## src/rtl/pdm_rx_iom.sv

```systemverilog
// pdm_rx_iom: PDM microphone receiver with an IO-bus register interface and a sample FIFO.
// Build option PDM_RX_SIGNED_EN: push samples as signed 2*count-DECIM instead of the raw ones count.
module pdm_rx_iom #(
    parameter int CLK_DIV    = 4,
    parameter int DECIM      = 64,
    parameter int FIFO_DEPTH = 8
) (
    input  logic        clk,
    input  logic        rst,
    input  logic        io_addr_strobe,
    input  logic        io_read_strobe,
    input  logic        io_write_strobe,
    input  logic [11:0] io_address,
    input  logic [3:0]  io_byte_enable,
    input  logic [31:0] io_write_data,
    output logic [31:0] io_read_data,
    output logic        io_ready,
    output logic        pdm_clk,
    input  logic        pdm_data
);

    localparam int AW = $clog2(FIFO_DEPTH);
    localparam int DW = $clog2(CLK_DIV + 1);

    logic              enable;
    logic              overflow;
    logic [DW-1:0]     div_cnt;
    logic              sync1;
    logic              sync2;
    logic [15:0]       acc;
    logic [7:0]        bit_cnt;
    logic [15:0]       mem [FIFO_DEPTH];
    logic [AW-1:0]     wr_ptr;
    logic [AW-1:0]     rd_ptr;
    logic [AW:0]       count;

    logic [1:0]        reg_sel;
    logic              take;
    logic [15:0]       acc_next;
    logic              push;
    logic [15:0]       sample;
    logic              fifo_empty;
    logic              fifo_full;
    logic              pop;
    logic              push_ok;
    logic              push_fail;
    logic              flush;
    logic              ctrl_wr;
    logic              ovf_clr;
    logic [31:0]       status;
    logic [31:0]       head;
    logic [31:0]       rdata;

    logic unused_bits;
    assign unused_bits = ^{io_addr_strobe, io_address[11:4], io_address[1:0],
                           io_byte_enable[3:1], io_write_data[31:3]};

    always_comb begin
        reg_sel    = io_address[3:2];
        take       = enable && (div_cnt == DW'(CLK_DIV - 1)) && pdm_clk;
        acc_next   = acc + 16'(sync2);
        push       = take && (bit_cnt == 8'(DECIM - 1));
`ifdef PDM_RX_SIGNED_EN
        sample     = (acc_next << 1) - 16'(DECIM);
        head       = {{16{mem[rd_ptr][15]}}, mem[rd_ptr]};
`else
        sample     = acc_next;
        head       = {16'h0000, mem[rd_ptr]};
`endif
        fifo_empty = (count == '0);
        fifo_full  = (count == (AW + 1)'(FIFO_DEPTH));
        pop        = io_read_strobe && (reg_sel == 2'd2) && !fifo_empty;
        ctrl_wr    = io_write_strobe && (reg_sel == 2'd0) && io_byte_enable[0];
        flush      = ctrl_wr && io_write_data[1];
        ovf_clr    = io_write_strobe && (reg_sel == 2'd1) && io_byte_enable[0] && io_write_data[2];
        // Flush wins over a same-cycle push; a push into a full FIFO fits only if a pop frees a slot
        push_ok    = push && !flush && (!fifo_full || pop);
        push_fail  = push && !flush && fifo_full && !pop;
        status     = {16'h0000, 8'(count), 5'b00000, overflow, fifo_full, fifo_empty};
        case (reg_sel)
            2'd0:    rdata = {31'b0, enable};
            2'd1:    rdata = status;
            2'd2:    rdata = fifo_empty ? '0 : head;
            default: rdata = '0;
        endcase
    end

    always_ff @(posedge clk or posedge rst) begin
        if (rst) begin
            io_ready     <= 1'b0;
            io_read_data <= '0;
            enable       <= 1'b0;
            overflow     <= 1'b0;
        end else begin
            io_ready     <= io_read_strobe | io_write_strobe;
            io_read_data <= io_read_strobe ? rdata : '0;
            if (ctrl_wr)
                enable <= io_write_data[0];
            if (push_fail)
                overflow <= 1'b1;
            else if (ovf_clr)
                overflow <= 1'b0;
        end
    end

    always_ff @(posedge clk or posedge rst) begin
        if (rst) begin
            div_cnt <= '0;
            pdm_clk <= 1'b0;
        end else if (!enable) begin
            div_cnt <= '0;
            pdm_clk <= 1'b0;
        end else if (div_cnt == DW'(CLK_DIV - 1)) begin
            div_cnt <= '0;
            pdm_clk <= ~pdm_clk;
        end else begin
            div_cnt <= div_cnt + DW'(1);
        end
    end

    always_ff @(posedge clk or posedge rst) begin
        if (rst) begin
            sync1 <= 1'b0;
            sync2 <= 1'b0;
        end else begin
            sync1 <= pdm_data;
            sync2 <= sync1;
        end
    end

    // Disabling discards a partial window so the next sample starts on fresh bits
    always_ff @(posedge clk or posedge rst) begin
        if (rst) begin
            acc     <= '0;
            bit_cnt <= '0;
        end else if (!enable || push) begin
            acc     <= '0;
            bit_cnt <= '0;
        end else if (take) begin
            acc     <= acc_next;
            bit_cnt <= bit_cnt + 8'd1;
        end
    end

    always_ff @(posedge clk) begin
        if (push_ok)
            mem[wr_ptr] <= sample;
    end

    always_ff @(posedge clk or posedge rst) begin
        if (rst) begin
            wr_ptr <= '0;
            rd_ptr <= '0;
            count  <= '0;
        end else if (flush) begin
            wr_ptr <= '0;
            rd_ptr <= '0;
            count  <= '0;
        end else begin
            if (pop)
                rd_ptr <= rd_ptr + AW'(1);
            if (push_ok)
                wr_ptr <= wr_ptr + AW'(1);
            case ({push_ok, pop})
                2'b10:   count <= count + (AW + 1)'(1);
                2'b01:   count <= count - (AW + 1)'(1);
                default: count <= count;
            endcase
        end
    end

endmodule

```

## config.mk

```make
export PLATFORM = sky130hd
export DESIGN_NAME = pdm_rx_iom
export DESIGN_NICKNAME = d
export VERILOG_FILES = /design/src/rtl/pdm_rx_iom.sv
export SDC_FILE = /design/constraint.sdc
export NUM_CORES = 1
export LEC_CHECK = 0
export BUFFER_PORTS_ARGS = -buffer_cell sky130_fd_sc_hd__buf_2
export CORE_MARGIN = 10
export CORE_UTILIZATION = 63
export DETAILED_ROUTE_END_ITERATION = 12
export PLACE_DENSITY_LB_ADDON = 0.05
export SYNTH_ARGS = -nofsm -noshare
export SYNTH_HDL_FRONTEND = slang
export SYNTH_SLANG_ARGS = --single-unit
```

## constraint.sdc

```tcl
create_clock -name clk -period 5.3 [get_ports clk]
set_input_delay 0 -clock clk [delete_from_list [all_inputs] [get_ports clk]]
set_output_delay 0 -clock clk [all_outputs]
set_load 0.1 [all_outputs]
```

After elaboration in Yosys (flattened, before gate mapping):

Memory sizes are Yosys's and may differ from the RTL's.
Index checks and enable logic that the tools add are counted.

* flip-flop bits (word level): 75
* latch bits: 0
* bits in writable memories: 128
* memory bits (read-only): 0
* bits of input ports: 54
* output and inout port bits: 34
* logic and storage cells: 81
* memories: 1

Memory list
* mem: depth 8, bits a word 16, read ports 1, clocked after memory_dff 0, write ports 1, RTL line 32 `logic [15:0] mem [FIFO_DEPTH];`

* add/subtract/negate cells: 7
* multiply operators: 0
* div/mod/pow operators: 0
* order comparisons: 0
* equality and inequality tests: 8
* shift-type cells: 0
* multiplexer cells: 21
* bitwise gates (word level): 2
* reductions and logical operators: 29

Operator list (count)
* $mux W16: 3
* $pmux W16 S3: 1
* $mux W32: 1
* $mux W3: 6
* $add A16 B1 Y16: 1
* $mux W8: 2
* $logic_and A1 B1 Y1: 15
* $add A3 B1 Y3 const B: 3
* $add A8 B1 Y8 const B: 1
* $eq A8 B6 Y1 const B: 1
* $pmux W4 S2: 1
* $reduce_bool A2 Y1: 4
* $mux W1: 6
* $logic_not A1 Y1: 5
* $add A4 B1 Y4 const B: 1
* $eq A2 B1 Y1 const B: 2
* $eq A2 B2 Y1 const B: 2
* $eq A4 B4 Y1 const B: 1
* $logic_not A4 Y1: 1
* $mux W4: 1
* $sub A4 B1 Y4 const B: 1
* $eq A3 B2 Y1 const B: 1
* $reduce_bool A3 Y1: 1
* $logic_not A2 Y1: 1
* 4 further kinds: 5

Depth between registers and ports, before layout:

* depth after elaboration: 10
* depth in mapped cells: 11
* depth with buffers taken out: 10

Least setup slack after synthesis:

No wires, ideal clock.

* kind: register to register
* start: register pdm_clk
* end: memory mem[0][0], enable pin
* library setup time: 0.409 ns
* data arrival time: 3.260 ns
* required time: 4.891 ns
* setup slack: 1.631 ns
* cell stages (with the launch flop): 6
* path buffers: 0
* period minus slack after synthesis: 3.669 ns
* cells stage by stage: dfrtp_1 -> nand4b_1 -> nor3_2 -> nand3_1 -> or2_1 -> nor3_1

* cells in the longest elaborated chain, start to end: 6

RTL lines
* from (decl): RTL line 18 `output logic pdm_clk,`
* from (signal assigned): RTL line 115 `pdm_clk <= ~pdm_clk;`
* $logic_and A1 B1 Y1: RTL line 60 `take = enable && (div_cnt == DW'(CLK_DIV - 1)) && pdm_clk;`
* $logic_and A1 B1 Y1: RTL line 62 `push = take && (bit_cnt == 8'(DECIM - 1));`
* $logic_and A1 B1 Y1 (2 in series): RTL line 77 `push_ok = push && !flush && (!fifo_full || pop);`
* $mux W1: RTL line 146 `if (push_ok)`
* $mux W1 (not written as such): RTL line 147 `mem[wr_ptr] <= sample;`
* to (decl): RTL line 32

No other way between the ends.

Final worst setup path:

* start: register count[1]
* end: register count[3]

* cells in the longest elaborated chain, start to end: 8
* elaborated cells on any way between the ends: 14
* classes of those cells: 2 x add/sub; 3 x eq/ne; 2 x mux; 7 x reduce/logical

RTL lines
* from (decl): RTL line 35 `logic [AW:0] count;`
* from (signal assigned): RTL line 165 `2'b10: count <= count + (AW + 1)'(1);`
* from (signal assigned): RTL line 166 `2'b01: count <= count - (AW + 1)'(1);`
* from (signal assigned): RTL line 167 `default: count <= count;`
* $logic_not A4 Y1: RTL line 70 `fifo_empty = (count == '0);`
* $logic_not A1 Y1: RTL line 72 `pop = io_read_strobe && (reg_sel == 2'd2) && !fifo_empty;`
* $logic_and A1 B1 Y1: RTL line 72
* $logic_or A1 B1 Y1: RTL line 77
* $logic_and A1 B1 Y1: RTL line 77
* $eq A2 B1 Y1 or $eq A2 B2 Y1 (tied branches): RTL line 164 `case ({push_ok, pop})`
* $pmux W4 S2: RTL line 164
* $mux W4: RTL line 155 `end else if (flush) begin`

Several ways; a longest one is shown, not always the timed one.
A chain may end at the register's enable or synchronous reset.

==> flow_results.xml <==
<?xml version="1.0" encoding="UTF-8"?>
<metrics>
  <group name="outcome">
    <metric name="outcome" unit="">finished, final reports clean</metric>
  </group>
  <group name="setup_path">
    <metric name="rr_startpoint" unit="">count[1]$_DFFE_PP0P_</metric>
    <metric name="setup.worst_path.start_class" unit="">flip-flop</metric>
    <metric name="worst_path_max_delay_cell" unit="">or4_1</metric>
    <metric name="cp_common_cell" unit="">a21o_1</metric>
    <metric name="critical_path.endpoint_type" unit="">flip-flop</metric>
    <metric name="cp_data_required_time" unit="ns">5.60</metric>
    <metric name="cpPeakStageDelay" unit="ns">0.58</metric>
    <metric name="crit_chain" unit="">or4_1 -&gt; nand2_1 -&gt; nor2_1 -&gt; ha_1 -&gt; a21o_1 -&gt; a21o_1 -&gt; nor3_1 -&gt; a31oi_1 -&gt; mux2i_1</metric>
    <metric name="cp_max_fo" unit="">12</metric>
    <metric name="criticalPathCategory" unit="">reg -&gt; reg</metric>
    <metric name="cp_data_arrival_time" unit="ns">3.22</metric>
    <metric name="worstSetupStartpoint" unit="">count[1]$_DFFE_PP0P_</metric>
    <metric name="cpLargestDelayFamily" unit="">simple AND/OR/NAND/NOR gates</metric>
    <metric name="timing.critical_path.buf_inv" unit="">0</metric>
  </group>
  <group name="floorplanning">
    <metric name="initial_core_util" unit="%">64.8</metric>
    <metric name="fp.coreArea" unit="µm²">12100</metric>
    <metric name="floorplan.rows" unit="">40</metric>
    <metric name="top_level_ports" unit="">88</metric>
    <metric name="die_height" unit="µm">131</metric>
    <metric name="die_area" unit="µm²">17300</metric>
    <metric name="die_w" unit="µm">131</metric>
  </group>
  <group name="sta">
    <metric name="fin_hold_ws" unit="ns">0.0183</metric>
    <metric name="post-route-min-period" unit="ns">2.92</metric>
    <metric name="rsz_0062_raised_after_global_routing" unit="">false</metric>
    <metric name="fmax" unit="GHz">0.342</metric>
    <metric name="finalSetupTns" unit="ns">0</metric>
    <metric name="setup_ws" unit="ns">2.38</metric>
    <metric name="finalMaxSlewViolations" unit="">0</metric>
    <metric name="finalClockSkew" unit="ns">0.00772</metric>
    <metric name="tightest_slew" unit="ns">1.15</metric>
    <metric name="final_hold_viol_count" unit="">0</metric>
    <metric name="relSlewSlack" unit="%">23.3</metric>
    <metric name="finalCritPeriodShare" unit="%">55.1</metric>
    <metric name="setup_viol_count_final" unit="">0</metric>
  </group>
  <group name="final_layout">
    <metric name="design.final.nets" unit="">593</metric>
    <metric name="layout_common_cells" unit="">128 x edfxtp_1, 57 x dfrtp_1, 34 x nor2_1, 32 x mux4_2, 28 x buf_2</metric>
    <metric name="layoutNonFillerInstCount" unit="">711</metric>
    <metric name="count_of_antenna_diodes_in_the_layout" unit="">0</metric>
    <metric name="final_layout_size_suffix_gt1_share" unit="%">19.3</metric>
    <metric name="syn2layout_area_growth" unit="%">12.1</metric>
    <metric name="finished_core_util" unit="%">72.7</metric>
    <metric name="layout_commonest_cell" unit="">edfxtp_1</metric>
  </group>
  <group name="global_route">
    <metric name="first_global_vias" unit="">4396</metric>
    <metric name="number_of_antenna_violations_at_the_first_check_in_global_routing" unit="">0</metric>
    <metric name="grt_first_pass_wirelength" unit="mm">24.0</metric>
    <metric name="largest_net_degree_at_the_start_of_global_routing" unit="">60</metric>
    <metric name="grt_overflow" unit="">0</metric>
    <metric name="grt_usage" unit="%">17.8</metric>
  </group>
  <group name="clock_tree">
    <metric name="cts_max_path_buffers" unit="">2</metric>
    <metric name="clock_latency" unit="ns">0.42</metric>
    <metric name="htree_num_levels" unit="">4</metric>
    <metric name="postCtsResizedCells" unit="">0</metric>
    <metric name="clkTransAtPathRegs" unit="ns">0.06</metric>
    <metric name="tritoncts_num_sinks" unit="">187</metric>
    <metric name="cts.root.buffer_cell" unit="">clkbuf_16</metric>
    <metric name="postCtsSetupRepairBufs" unit="">0</metric>
    <metric name="tritoncts" unit="">done</metric>
    <metric name="cts_made_buffers" unit="">17</metric>
  </group>
  <group name="drt">
    <metric name="routed-via-count" unit="">4216</metric>
    <metric name="drtAntennaViolNets" unit="">0</metric>
    <metric name="route.final.wire_length" unit="mm">14.5</metric>
    <metric name="drt-vias-per-instance" unit="">5.93</metric>
    <metric name="route.detailed.wl_per_inst" unit="µm">20.4</metric>
    <metric name="drt_first_iter_violations" unit="">337</metric>
    <metric name="firstDrtPassIters" unit="">4</metric>
    <metric name="remaining_drcs" unit="">0</metric>
  </group>
  <group name="min_path">
    <metric name="hold_path.class" unit="">in -&gt; reg</metric>
    <metric name="timing.hold.worst.start" unit="">io_address[3]</metric>
  </group>
  <group name="logic_synthesis">
    <metric name="count_of_warnings_emitted_by_yosys" unit="">0</metric>
    <metric name="most_common_flop_cell_mapped_by_yosys" unit="">edfxtp_1</metric>
    <metric name="yosysSeqAreaShare" unit="%">68.0</metric>
    <metric name="count_of_state_elements_after_synthesis" unit="">187</metric>
    <metric name="yosysUniqueCellTypes" unit="">48</metric>
    <metric name="syn-cell-area" unit="µm²">7820</metric>
    <metric name="syn-mean-instance-area" unit="µm²">16.1</metric>
    <metric name="number_of_enable_type_register_cells_in_the_synthesized_netlist" unit="">128</metric>
    <metric name="async_flop_share" unit="%">31.6</metric>
    <metric name="postSynthCellCount" unit="">485</metric>
  </group>
  <group name="place">
    <metric name="port_buffers" unit="">28</metric>
    <metric name="hpwl" unit="mm">8.87</metric>
    <metric name="gpl.final_weighted_congestion" unit="">0.802</metric>
    <metric name="dpl_worst_slack" unit="ns">2.41</metric>
    <metric name="placed_cells" unit="">670</metric>
  </group>
  <group name="power_and_ir_drop">
    <metric name="p_clk_share" unit="%">35.6</metric>
    <metric name="worst_ir_drop_vdd" unit="V">0.000266</metric>
    <metric name="p_per_area" unit="nW/µm²">394</metric>
    <metric name="p_sw_share" unit="%">26.9</metric>
    <metric name="p_int" unit="µW">2530</metric>
    <metric name="power.net_switching" unit="µW">928</metric>
    <metric name="combinationalPowerShare" unit="%">13.8</metric>
    <metric name="leakage" unit="µW">0.00349</metric>
    <metric name="pwr-share-seq" unit="%">50.6</metric>
  </group>
  <group name="job">
    <metric name="maxCapViolCount" unit="">0</metric>
  </group>
</metrics>
area by class of cell:
cell class	instances	area, µm²
clock buffer	22	444
clock inverter	10	124
fill	765	3300
inverter	2	7.51
multi-input combinational	275	2350
sequential	187	5320
tap	168	210
timing repair buffer	47	305
worst reg2reg max path, stage by stage, from the launching register on:
cell	delay, ns
dfrtp_1	0.48
or4_1	0.58
nand2_1	0.48
nor2_1	0.19
ha_1	0.33
a21o_1	0.16
a21o_1	0.19
nor3_1	0.16
a31oi_1	0.09
mux2i_1	0.15
layer usage:
layer | track usage, % | up-vias | routed length (µm)
met1 | 23.6 | 2196 | 6350
met3 | 3.96 | 22 | 619
met4 | 6.86 | 0 | 249
met5 | 0 | - | 0
met2 | 28.3 | 92 | 7290
li1 | - | 1906 | -
cells in the mapped netlist (2+ instances only):
master	number	area, µm²
mux4_2	32	721
o21ai_1	2	10.0
o31ai_1	6	45.0
buf_2	7	35.0
o21ai_0	14	70.1
inv_1	2	7.51
ha_1	8	100
and4_1	3	26.3
nand2_1	26	97.6
and2_1	13	81.3
clkbuf_1	11	41.3
xnor2_1	18	158
a31oi_1	3	18.8
and3_1	4	25.0
nor2_1	34	128
xor2_1	9	78.8
mux2i_1	20	200
nor2b_1	3	18.8
a21oi_1	4	20.0
dfrtp_1	59	1480
a21o_1	2	15.0
nor3_1	5	25.0
nand3_1	13	65.1
nand4_1	5	31.3
a22o_1	11	96.3
edfxtp_1	128	3840
nand3b_1	3	22.5
nand2b_1	4	25.0
buf_4	17	128
sequential cells by signal, indices dropped and copies added (netlist names):
name,cells
mem,128
acc,16
io_read_data,16
bit_cnt,8
count,4
div_cnt,3
rd_ptr,3
wr_ptr,3
enable,1
io_ready,1
overflow,1
pdm_clk,1
sync1,1
sync2,1
cell families after synthesis:
kind of cell	share of synthesized area [%]
flops	68.0
xor+xnor	3.02
mux	11.9
other cells	0.0480
simple gates	8.43
compound gates	4.26
fa+ha+maj	1.54
buf+inv	2.75
power by group through the flow:
| stage | Combinational (µW) | Clock (µW) | Sequential [µW] |
|---|---|---|---|
| final | 477 | 1230 | 1750 |
| after global routing | 518 | 1320 | 1760 |
| after CTS | 483 | 1240 | 1750 |
| after detailed placement | 475 | 0 | 1780 |
| after global placement | 466 | 0 | 1770 |
| after floorplan | 454 | 0 | 1700 |
worst paths after layout:
check | endpoint | slack [ns] | depth (start not counted)
setup reg to reg | count[3]$_DFFE_PP0P_ | 2.38 | 9
hold / removal | io_read_data[0]$_DFF_PP0_ | 0.02 | 3
setup / recovery | count[3]$_DFFE_PP0P_ | 2.38 | 9
hold reg to reg | sync2$_DFF_PP0_ | 0.36 | 0
min in group asynchronous | pdm_clk$_DFFE_PP0P_ | 0.36 | 4
max in group asynchronous | rd_ptr[0]$_DFFE_PP0P_ | 4.38 | 4
per-stage QoR:
stage | area, µm² | total power, µW
6_report | 8760 | 3460
5_1_grt | 8760 | 3590
4_1_cts | 8760 | 3480
3_5_place_dp | 8110 | 2250
3_3_place_gp | 8110 | 2240
2_1_floorplan | 7880 | 2150
repair_timing:
item	in CTS	in global routing
hold endpoints to repair	71	0
hold buffers	9	0
endpoints found under the setup margin	0	0
(Power assumes the default switching activity.)
